===== config.mk =====
export PLATFORM = sky130hd
export DESIGN_NAME = sos_decimator
export DESIGN_NICKNAME = d
export VERILOG_FILES = /design/src/rtl/sos_decimator.sv
export SDC_FILE = /design/constraint.sdc
export NUM_CORES = 1
export LEC_CHECK = 0
export CAP_MARGIN = 0
export CORE_MARGIN = 2
export CORE_UTILIZATION = 50
export CTS_CLUSTER_DIAMETER = 50
export DETAILED_ROUTE_END_ITERATION = 12
export PLACE_DENSITY = 0.79
export RECOVER_POWER = 25
export SKIP_LAST_GASP = 1
export SYNTH_ARGS = -nofsm -noshare
export SYNTH_HDL_FRONTEND = slang
export SYNTH_SLANG_ARGS = --single-unit

===== constraint.sdc =====
create_clock -name clk -period 3.1 [get_ports clk]
set_clock_uncertainty 0.2 [all_clocks]
set_input_delay 0.62 -clock clk [delete_from_list [all_inputs] [get_ports clk]]
set_output_delay 0.62 -clock clk [all_outputs]
set_load 0.01 [all_outputs]

===== src/rtl/sos_decimator.sv =====
// sos_decimator: boxcar decimator placed after the biquad SOS filter stage.
// Each filter_done pulse captures one sample (data_in, on the following
// cycle). Every DECIM = 2^LOG2_DECIM samples are summed and divided by DECIM
// with an arithmetic shift (floor rounding). The mean is then queued in a
// small first-word-fall-through FIFO that drains over a valid/ready handshake.
//
// Ports
//   clk          system clock, rising edge
//   reset        asynchronous active-low reset
//   data_in      signed filtered sample, valid the cycle after filter_done
//   filter_done  one-cycle pulse from the filter stage
//   data_out     FIFO head (zero while empty)
//   out_valid    FIFO not empty
//   out_ready    consumer accepts data_out when out_valid && out_ready
//   overflow     sticky: a result was dropped because the FIFO was full
//   fill_level   number of FIFO entries held
//
// FSM states
//   state | meaning
//   IDLE  | waiting for filter_done
//   CAPT  | one cycle: sample data_in into the accumulator
module sos_decimator #(
  parameter int DATA_SIZE  = 24,
  parameter int LOG2_DECIM = 2,
  parameter int FIFO_AW    = 2
) (
  input  logic                        clk,
  input  logic                        reset,
  input  logic signed [DATA_SIZE-1:0] data_in,
  input  logic                        filter_done,
  output logic signed [DATA_SIZE-1:0] data_out,
  output logic                        out_valid,
  input  logic                        out_ready,
  output logic                        overflow,
  output logic [FIFO_AW:0]            fill_level
);

  localparam int ACC_W = DATA_SIZE + LOG2_DECIM;
  localparam int CNT_W = (LOG2_DECIM > 0) ? LOG2_DECIM : 1;
  localparam int DECIM = 1 << LOG2_DECIM;
  localparam int DEPTH = 1 << FIFO_AW;

  typedef enum logic {IDLE, CAPT} state_t;

  state_t state_q, state_d;
  logic   capt;

  always_ff @(posedge clk or negedge reset) begin
    if (!reset) state_q <= IDLE;
    else        state_q <= state_d;
  end

  // filter_done during CAPT is ignored; the filter guarantees wider spacing.
  always_comb begin
    state_d = state_q;
    capt    = 1'b0;
    case (state_q)
      IDLE: if (filter_done) state_d = CAPT;
      CAPT: begin
        capt    = 1'b1;
        state_d = IDLE;
      end
      default: state_d = IDLE;
    endcase
  end

  logic signed [ACC_W-1:0]     acc_q, acc_next;
  logic [CNT_W-1:0]            cnt_q;
  logic                        last;
  logic signed [DATA_SIZE-1:0] result;

  // The accumulator is LOG2_DECIM bits wider than a sample, so a full group
  // cannot overflow, and the mean always fits back into DATA_SIZE bits.
  assign acc_next = acc_q + ACC_W'(data_in);
  assign last     = (cnt_q == CNT_W'(DECIM - 1));
  assign result   = DATA_SIZE'(acc_next >>> LOG2_DECIM);

  always_ff @(posedge clk or negedge reset) begin
    if (!reset) begin
      acc_q <= '0;
      cnt_q <= '0;
    end else if (capt) begin
      if (last) begin
        acc_q <= '0;
        cnt_q <= '0;
      end else begin
        acc_q <= acc_next;
        cnt_q <= cnt_q + 1'b1;
      end
    end
  end

  logic signed [DATA_SIZE-1:0] mem [DEPTH];
  logic [FIFO_AW-1:0]          wr_ptr, rd_ptr;
  logic [FIFO_AW:0]            count_q;
  logic                        push, pop, full, wr_en, drop;

  assign push  = capt && last;
  assign pop   = out_valid && out_ready;
  assign full  = (count_q == (FIFO_AW+1)'(DEPTH));
  // A pop in the same cycle frees the head slot, so a full FIFO can still
  // accept the push.
  assign wr_en = push && (!full || pop);
  assign drop  = push && full && !pop;

  always_ff @(posedge clk) begin
    if (wr_en) mem[wr_ptr] <= result;
  end

  always_ff @(posedge clk or negedge reset) begin
    if (!reset) begin
      wr_ptr   <= '0;
      rd_ptr   <= '0;
      count_q  <= '0;
      overflow <= 1'b0;
    end else begin
      if (wr_en) wr_ptr <= wr_ptr + 1'b1;
      if (pop)   rd_ptr <= rd_ptr + 1'b1;
      if (wr_en && !pop)      count_q <= count_q + 1'b1;
      else if (pop && !wr_en) count_q <= count_q - 1'b1;
      if (drop) overflow <= 1'b1;
    end
  end

  assign out_valid  = (count_q != '0);
  assign data_out   = out_valid ? mem[rd_ptr] : '0;
  assign fill_level = count_q;

endmodule


=== Yosys cells after proc, flatten, opt, wreduce, memory -nomap -nowiden ===
Memory sizes are Yosys's and may differ from the RTL's.
Cells that the tools add are included.

* Register bits after elaboration: 37
* Bits in writable memories: 96
* Output and inout bits: 29
* Logic and storage cells: 40
* Memories kept: 1

{| class="wikitable"
|+ Memory list
! name !! depth !! bits a word !! rd ports !! clocked after memory_dff !! write ports !! RTL line !! text
|-
| mem || 4 || 24 || 1 || 0 || 1 || 93 || <nowiki>logic signed [DATA_SIZE-1:0] mem [DEPTH];</nowiki>
|}

* Add/subtract/negate cells: 6
* Eq/ne operators: 2
* Mux-type cells: 10
* Bitwise operators: 1
* Reductions and logical operators: 13

{| class="wikitable"
|+ Operator list
! cell !! number
|-
| adder 26 x 24 -> 26 bit || 1
|-
| 2-to-1 mux 26 bit || 1
|-
| 2-to-1 mux 24 bit || 1
|-
| logical AND 1 bit || 7
|-
| adder 2 x 1 -> 2 bit, second input constant || 3
|-
| 2-to-1 mux 3 bit || 2
|-
| 2-to-1 mux 1 bit || 4
|-
| adder 3 x 1 -> 3 bit, second input constant || 1
|-
| == test 3 bit, second input constant || 1
|-
| zero test 1 bit || 3
|-
| nonzero test 3 bit || 1
|-
| subtractor 3 x 1 -> 3 bit, second input constant || 1
|-
| == test 2 bit, second input constant || 1
|-
| 2-to-1 mux 2 bit || 1
|-
| case mux 1 bit (2 select lines) || 1
|-
| nonzero test 2 bit || 1
|-
| logical OR 1 bit || 1
|-
| inverter 1 bit || 1
|}

=== Longest topological paths before layout ===
Gate-level depths: netlist (run 1).

* Depth after elaboration: 8
* Mapped depth: 9

=== Worst setup path after synthesis (run 1) ===
No wires, ideal clock.

* Path type: in2reg
* From: in data_in[11]
* To: reg acc_q[22]
* Setup time: 120 ps
* Arrival: 2594 ps
* Slack: 187 ps
* Cell stages on the path: 9
* Path buffers: 1
* Cell sequence: ha_1 -> buf_4 -> nand2_2 -> or4_1 -> or3_1 -> a31oi_1 -> o41ai_1 -> xnor2_1 -> a31o_1

* Longest elaborated chain between the ends: 2

{| class="wikitable"
|+ Ends and longest elaborated chain
! item !! RTL line !! text
|-
| start, declared || 29 || <nowiki>input logic signed [DATA_SIZE-1:0] data_in,</nowiki>
|-
| adder 26 x 24 -> 26 bit || 74 || <nowiki>assign acc_next = acc_q + ACC_W'(data_in);</nowiki>
|-
| named net acc_next[22] || 67 || <nowiki>logic signed [ACC_W-1:0] acc_q, acc_next;</nowiki>
|-
| 2-to-1 mux 26 bit || 83 || <nowiki>if (last) begin</nowiki>
|-
| end signal, assigned || 87 || <nowiki>acc_q <= acc_next;</nowiki>
|-
| end, declared || 67 ||
|}

The timed path passes the listed nets, and every way through them passes these cells.
A chain may end at the register's enable or synchronous reset.

=== Worst setup path in the final report (run 1) ===
* From: in data_in[15]
* To: reg acc_q[22]

The elaborated chain is that of the path after synthesis.

==> results of run 1 <==
[what timing repair did]
action | 4_1_cts | 5_1_grt
pin swaps | 1 | 0
setup endpoints to repair | 6 | 54
setup buffers | 1 | 1
cloned | 0 | 2
resized for setup | 6 | 15
[through the flow]
step                setup WS [ns]  utilization  total power, mW  hold slack, ns  TNS [ns]
finish                   -0.01920       0.6690            9.832          0.2830  -0.03669
global placement          -0.3830       0.6063            7.163          0.2671    -13.35
global route             -0.07706       0.6690            10.35          0.3006   -0.4019
CTS                      -0.01745       0.6576            9.582          0.1686  -0.02292
detailed placement        -0.4353       0.6063            7.346          0.2636    -18.33
floorplan                  0.1866            -            5.423          0.1244         0
[sequential cells by signal (all words and copies together) (netlist names)]
signal      flops
acc_q          26
overflow        1
rd_ptr          2
fill_level      3
wr_ptr          2
state_q         1
cnt_q           2
mem            96
[how the worst min path moves through the flow]
stage / endpoint / cells after the start
2_1_floorplan: acc_q[0] / 0
4_1_cts: acc_q[0] / 1
5_1_grt: overflow / 1
3_3_place_gp: overflow / 1
3_5_place_dp: overflow / 1
6_report: cnt_q[0] / 1
[cell families after synthesis]
| family | count (synthesis) | synth area share |
|---|---|---|
| AO/OA/AOI/OAI | 109 | 0.1148 |
| XOR/XNOR | 28 | 0.03672 |
| adder cells (fa/ha/maj) | 33 | 0.06407 |
| buffers and inverters | 43 | 0.02604 |
| flip-flops | 133 | 0.5703 |
| multiplexers | 27 | 0.08580 |
| AND/OR/NAND/NOR | 124 | 0.1023 |
[cell usage after synthesis, drive strengths merged, types with 3 or more instances]
master,number,area share
a211oi,5,0.0056
a21o,11,0.012
a21oi,21,0.016
a31o,22,0.029
and2,31,0.029
and3,3,0.0028
buf,8,0.0062
clkbuf,20,0.011
dfrtp,37,0.14
edfxtp,96,0.43
ha,31,0.058
inv,15,0.0084
mux4,24,0.081
nand2,18,0.010
nand2b,4,0.0037
nand3,15,0.011
nand4,5,0.0047
nor2,15,0.0084
nor2b,23,0.022
o211a,3,0.0045
o211ai,3,0.0034
o21a,5,0.0056
o21ai,18,0.013
o21bai,5,0.0056
or3,3,0.0028
xnor2,19,0.025
xor2,9,0.012
[final cells by class]
cell class                 count  area [µm²]
tap                          176       220.2
sequential                   133        3810
timing repair buffer         142        1234
clock inverter                12       178.9
inverter                      15       56.30
clock buffer                  19       442.9
fill                         908        4349
multi-input combinational    321        2846
[power groups by stage]
stage               clock (mW)  sequential (mW)  combinational [mW]
floorplan                    0             2.79                2.63
global placement             0             2.81                4.35
detailed placement           0             2.83                4.51
CTS                       2.14             2.81                4.63
global route              2.22             2.87                5.26
finish                    2.13             2.84                4.87
[critical path, cell delays in order]
cell and delay (ns):
sky130_fd_sc_hd__clkdlybuf4s50_1 0.46, sky130_fd_sc_hd__ha_1 0.35, sky130_fd_sc_hd__buf_4 0.17, sky130_fd_sc_hd__a21o_1 0.15
sky130_fd_sc_hd__a21o_1 0.18, sky130_fd_sc_hd__a21oi_1 0.32, sky130_fd_sc_hd__a31oi_4 0.16, sky130_fd_sc_hd__o41ai_2 0.29
sky130_fd_sc_hd__xnor2_1 0.14, sky130_fd_sc_hd__buf_4 0.16, sky130_fd_sc_hd__a31o_1 0.21
[layout by cell type, fill, tap and decap left out, types with 4 or more instances in the layout]
master	count
sky130_fd_sc_hd__o21ai_0	17
sky130_fd_sc_hd__buf_4	83
sky130_fd_sc_hd__dfrtp_1	36
sky130_fd_sc_hd__nor2b_1	23
sky130_fd_sc_hd__nand4_1	5
sky130_fd_sc_hd__nand2_1	17
sky130_fd_sc_hd__a31o_2	21
sky130_fd_sc_hd__a21oi_1	20
sky130_fd_sc_hd__nand3_1	15
sky130_fd_sc_hd__inv_1	14
sky130_fd_sc_hd__a211oi_1	4
sky130_fd_sc_hd__bufinv_16	4
sky130_fd_sc_hd__clkdlybuf4s50_1	55
sky130_fd_sc_hd__xor2_1	8
sky130_fd_sc_hd__nor2_1	15
sky130_fd_sc_hd__o21a_1	5
sky130_fd_sc_hd__and2_1	31
sky130_fd_sc_hd__ha_4	4
sky130_fd_sc_hd__edfxtp_1	96
sky130_fd_sc_hd__ha_1	27
sky130_fd_sc_hd__o21bai_1	5
sky130_fd_sc_hd__nand2b_1	4
sky130_fd_sc_hd__mux4_2	24
sky130_fd_sc_hd__xnor2_1	15
sky130_fd_sc_hd__clkbuf_16	18
sky130_fd_sc_hd__xnor2_2	4
sky130_fd_sc_hd__a21o_1	11
[routing by layer]
layer	track usage	vias to the layer above	wire length, µm
li1	-	2145	-
met1	0.2922	2370	6892
met2	0.3946	164	8113
met3	0.04610	35	705
met4	0.07279	0	371
met5	0	-	0
==> results.md, run 1 <==
| Result | Reported | Unit |
|---|---|---|
| Status | finished with violations | - |
| Violated checks | max-capacitance violations, max-slew violations, negative setup slack | - |
| WP data arrival | 3.22 | ns |
| Detailed Route Iter0 Violations | 441 | - |
| Worst Reg-to-Reg Cells | 9 | - |
| R2r setup slk | 0.24 | ns |
| Die Span Y | 119.6 | µm |
| Final-stage net count | 691 | - |
| Clk slew on worst S/H paths | 0.06 | ns |
| Total CTS buffers | 17 | - |
| Leakage | 3.482 | nW |
| Slew HR | -0.5157 | - |
| Maximum achievable frequency | 320.6 | MHz |
| Share of the clock period used by the worst path | 1.006 | - |
| First-pass GRT wire length | 24,770 | µm |
| I/O Buffers | 56 | - |
| Switching share of power | 0.3425 | - |
| Via count | 4,714 | - |
| Critical path startpoint category | input port | - |
| Crit. Startpoint | data_in[15] | - |
| Setup repair after global routing missed its margin | true | - |
| Average via count per standard cell | 5.763 | - |
| Final design area excluding fillers | 0.008788 | mm² |
| Netlist area before placement | 0.006679 | mm² |
| Setup-failing EPs final | 3 | - |
| Critical path fanouts, max | 6 | - |
| Clock tree from TritonCTS | yes | - |
| Max cap viols | 1 | - |
| Total wirelength of the detailed-routed design | 16,080 | µm |
| Sequential element share of the synthesized area | 0.5703 | - |
| Part of the power in registers | 0.289 | - |
| Number of antenna-violating nets in the routed design | 0 | - |
| Startpoint of the tightest hold check path | cnt_q[0] | - |
| Cell Count, Final, Fillers Out | 818 | - |
| Cell Int Power | 6.464 | mW |
| Fin. Hold Viols | 0 | - |
| Diode count | 0 | - |
| Gate power share | 0.495 | - |
| Net switching power | 3.368 | mW |
| Pwr per Cell Area | 1119 | mW/mm² |
| Synthesis Warnings | 0 | - |
| Hold Path Class | reg -> reg | - |
| Grt total ovfl | 0 | - |
| Synthesized instance count | 497 | - |
| Post-synthesis net count | 558 | - |
| H-tree depth | 4 | - |
| R2r startpoint | acc_q[11] | - |
| FF-to-FF End | acc_q[22] | - |
| Number of antenna violations at the first check in global routing | 0 | - |
| Drt pass-1 iters | 5 | - |
| Relative area change from synthesis to final layout | 31.58 | % |
| Starting density of the core | 0.5084 | - |
| Largest net degree at the start of global routing | 55 | - |
| Global-route usage over all layers | 0.2288 | - |
| Placement Cell Area | 0.007965 | mm² |
| Async SR Flop Fraction | 0.2782 | - |
| Vias in the first global route | 4,786 | - |
| Max-slew violation count | 38 | - |
| Number of buffers on the longest clock path | 2 | - |
| GPL Wtd Cong | 0.9381 | - |
| Peak supply drop | 595.9 | µV |
| Fraction of power consumed by the clock network | 0.216 | - |
| Post-route setup slack | -0.01920 | ns |
| Per-cell routed wire length | 19.66 | µm |
| CTS sink count | 133 | - |
| Chip Width | 119.6 | µm |
| Worst setup path endpoint | acc_q[22] | - |
| CTS root buf | sky130_fd_sc_hd__clkbuf_16 | - |
| Top-level I/O count | 57 | - |
| Distinct cell type count after synthesis | 53 | - |
| Die footprint | 0.01430 | mm² |
| Number of DRC violations after detailed routing | 0 | - |
| Skew-Pair Late Insertion Delay | 0.42 | ns |
| Number of flops mapped to enable cells by yosys | 96 | - |
| HPWL after DPL | 10,250 | µm |
| Fraction of final layout cells with drive strength greater than 1 | 0.2866 | - |
| Critical path endpoint category | register | - |
| Core area | 0.01314 | mm² |
| Required time of the critical path | 3.20 | ns |
| Placed instance count | 783 | - |
| Min Clock Period, post-route | 3.119 | ns |
| Synth Flop Type | sky130_fd_sc_hd__edfxtp_1 | - |
| Flops & latches, synth | 133 | - |
| Kind of critical path | in -> reg | - |
| Avg Synthesized Cell Area | 13.44 | µm² |
| Number of hold buffers added after CTS | 0 | - |
| Std cell rows | 42 | - |
| Worst Tran Pin Value | 2.274 | ns |
No activity file was read; power rests on OpenSTA's default activity.
==> inputs of run 2 (changes only) <==
Settings changed: CTS_BUF_LIST from default to sky130_fd_sc_hd__clkbuf_4 sky130_fd_sc_hd__clkbuf_8.
==> run 2 against run 1 <==
Net effect:
- utilization down 2.0 points
- combinational power down 3%
- clock-buffer cell count did not move
- routed wire length decreased by 3.9%
- the run still ends with max-capacitance violations, max-slew violations, negative setup slack left
- clock power decreased by 26%
- sequential cell count is the same
- register-to-register slack hardly changed
==> results.md, run 2 (synthesis gave the netlist of run 1 again) <==
| Result | Reported | Unit | vs previous |
|---|---|---|---|
| Status | finished with violations | - | unchanged |
| Violated checks | max-capacitance violations, max-slew violations, negative setup slack | - | unchanged |
| Max cap viols | 1 | - | unchanged |
| Worst Tran Pin Value | 2.244 | ns | was 2.274 ns |
| Post-route setup slack | -0.002713 | ns | was -0.01920 ns |
| Cell Count, Final, Fillers Out | 818 | - | unchanged |
| Die Span Y | 119.6 | µm | unchanged |
| Detailed Route Iter0 Violations | 394 | - | was 441 |
| R2r startpoint | acc_q[8] | - | was acc_q[11] |
| R2r setup slk | 0.23 | ns | was 0.24 ns |
| Leakage | 3.375 | nW | was 3.482 nW |
| Number of hold buffers added after CTS | 0 | - | unchanged |
| Drt pass-1 iters | 5 | - | unchanged |
| Hold path cells | 1 | - | unchanged |
| Min Clock Period, post-route | 3.103 | ns | was 3.119 ns |
| Fin Hold WS | 0.2852 | ns | was 0.2830 ns |
| Std cell rows | 42 | - | unchanged |
| Setup repair after global routing missed its margin | true | - | unchanged |
| Die footprint | 0.01430 | mm² | unchanged |
| Clock tree from TritonCTS | yes | - | unchanged |
| Share of the clock period used by the worst path | 1.001 | - | was 1.006 |
| Starting density of the core | 0.5084 | - | unchanged |
| Startpoint of the tightest hold check path | cnt_q[0] | - | unchanged |
| Skew-Pair Late Insertion Delay | 0.44 | ns | was 0.42 ns |
| Hold path endpoint | cnt_q[0] | - | unchanged |
| Critical path endpoint category | register | - | unchanged |
| Reg with most FFs | mem | - | unchanged |
| HPWL after DPL | 10,250 | µm | unchanged |
| CTS sink count | 133 | - | unchanged |
| Chip Width | 119.6 | µm | unchanged |
| CP max stage delay | 0.49 | ns | was 0.46 ns |
| Critical path startpoint category | input port | - | unchanged |
| Kind of critical path | in -> reg | - | unchanged |
| GPL Wtd Cong | 0.9381 | - | unchanged |
| Slew HR | -0.4962 | - | was -0.5157 |
| Critical path fanouts, max | 6 | - | unchanged |
| Vias in the first global route | 4,791 | - | was 4,786 |
| H-tree depth | 4 | - | unchanged |
| Most used cells in the layout excluding fill and tap cells | 96 x sky130_fd_sc_hd__edfxtp_1, 80 x sky130_fd_sc_hd__buf_4, 50 x sky130_fd_sc_hd__clkdlybuf4s50_1 | - | was 96 x sky130_fd_sc_hd__edfxtp_1, 83 x sky130_fd_sc_hd__buf_4, 55 x sky130_fd_sc_hd__clkdlybuf4s50_1 |
| Fraction of final layout cells with drive strength greater than 1 | 0.2773 | - | was 0.2866 |
| Number of antenna-violating nets in the routed design | 0 | - | unchanged |
| CTS root buf | sky130_fd_sc_hd__clkbuf_8 | - | was sky130_fd_sc_hd__clkbuf_16 |
| Hold Path Class | reg -> reg | - | unchanged |
| Number of antenna violations at the first check in global routing | 0 | - | unchanged |
| Per-cell routed wire length | 18.90 | µm | was 19.66 µm |
| Relative area change from synthesis to final layout | 27.73 | % | was 31.58% |
| Global-route usage over all layers | 0.2230 | - | was 0.2288 |
| Library cell contributing the largest single delay on the critical path | sky130_fd_sc_hd__clkdlybuf4s50_1 | - | unchanged |
| Via count | 4,611 | - | was 4,714 |
| Clk slew on worst S/H paths | 0.07 | ns | was 0.06 ns |
| Chain of cells forming the critical path | clkdlybuf4s50_1 > ha_2 > a21oi_1 > a211oi_1 > o31ai_2 > a31oi_4 > o41ai_4 > xnor2_1 > buf_4 > a31o_1 | - | was clkdlybuf4s50_1 > ha_1 > buf_4 > a21o_1 > a21o_1 > a21oi_1 > a31oi_4 > o41ai_2 > xnor2_1 > buf_4 > a31o_1 |
| Fin. Hold Viols | 0 | - | unchanged |
| Setup-failing EPs final | 1 | - | was 3 |
| Maximum achievable frequency | 322.3 | MHz | was 320.6 MHz |
| Cell family with the largest share of critical-path delay | compound AO/OA/AOI/OAI gates | - | unchanged |
| Total power consumption of the routed design | 9.142 | mW | was 9.832 mW |
| Buffering stage count on the worst path with inverters included | 2 | - | was 3 |
| Grt total ovfl | 0 | - | unchanged |
| Diode count | 0 | - | unchanged |
| Total wirelength of the detailed-routed design | 15,460 | µm | was 16,080 µm |
| Pwr per Cell Area | 1072 | mW/mm² | was 1119 mW/mm² |
| Number of DRC violations after detailed routing | 0 | - | unchanged |
| Peak supply drop | 578.0 | µV | was 595.9 µV |
| Max-slew violation count | 38 | - | unchanged |
| Largest net degree at the start of global routing | 55 | - | unchanged |
| Average via count per standard cell | 5.637 | - | was 5.763 |
| Placed instance count | 783 | - | unchanged |
| Core area | 0.01314 | mm² | unchanged |
| I/O Buffers | 56 | - | unchanged |
| Required time of the critical path | 3.22 | ns | was 3.20 ns |
| FF-to-FF End | acc_q[22] | - | unchanged |
| Most common library cell in the layout ignoring fill and taps | sky130_fd_sc_hd__edfxtp_1 | - | unchanged |
| Top-level I/O count | 57 | - | unchanged |
| First-pass GRT wire length | 24,260 | µm | was 24,770 µm |
| Total CTS buffers | 17 | - | unchanged |
| Largest register FFs | 96 | - | unchanged |
| Final-stage net count | 691 | - | unchanged |
| Number of buffers on the longest clock path | 2 | - | unchanged |
| Worst Reg-to-Reg Cells | 9 | - | unchanged |
| WP data arrival | 3.22 | ns | about the same |
==> run 2: cell count changes in the layout (fill, tap and decap cells not counted), sizes merged <==
cell / change
clkdlybuf4s50: -5
dlygate4sd3: +5
buf: -4
clkbuf: +4
==> run 2: layer usage <==
metal / track usage / wire length, µm / up-vias
met1: 0.2856 / 6517 / 2292
li1: - / - / 2144
met2: 0.3807 / 7785 / 151
met3: 0.04943 / 912 / 24
met4: 0.06985 / 243 / 0
met5: 0 / 0 / -
==> run 2: power by group <==
part	switching (mW)	leakage [nW]	total, mW	internal [mW]
clock	0.678	0.212	1.58	0.905
sequential	0.176	1.32	2.82	2.64
combinational	2.35	1.84	4.74	2.39
total	3.20	3.37	9.14	5.94
==> run 2: area by class of cell <==
type	count	area (µm²)
repair buffers	142	1219
clock inverters	12	178.9
well taps	176	220.2
fillers	946	4607
flip-flops and latches	133	3810
inverters	15	56.30
clock buffers	19	255.2
multi-input cells	321	2791
==> run 2: how the worst max path moves through the flow <==
stage / slack [ns] / start / depth (start not counted) / to
floorplan: 0.19 / data_in[11] / 9 / acc_q[22]
global placement: -0.38 / data_in[13] / 9 / acc_q[22]
detailed placement: -0.44 / data_in[0] / 10 / acc_q[22]
CTS: -0.05 / rd_ptr[0] / 4 / data_out[22]
global route: -0.08 / data_in[8] / 10 / acc_q[22]
finish: -0.003 / data_in[8] / 10 / acc_q[22]
==> run 2: repair_timing <==
action                                  in CTS  in global routing
buffers inserted                             1                  2
cloned                                       0                  1
gates resized for setup                      2                 12
endpoints found under the setup margin       5                 40
pin swaps                                    1                  1
==> run 2: stage by stage <==
stage | instance area (µm²) | utilization | TNS (ns) | setup WS [ns]
3_5_place_dp | 7965 | 0.6063 | -18.33 | -0.4353
5_1_grt | 8531 | 0.6493 | -0.6276 | -0.08246
3_3_place_gp | 7965 | 0.6063 | -13.35 | -0.3830
4_1_cts | 8421 | 0.6410 | -0.08628 | -0.04989
6_report | 8531 | 0.6493 | -0.002713 | -0.002713
2_1_floorplan | 6679 | - | 0 | 0.1866
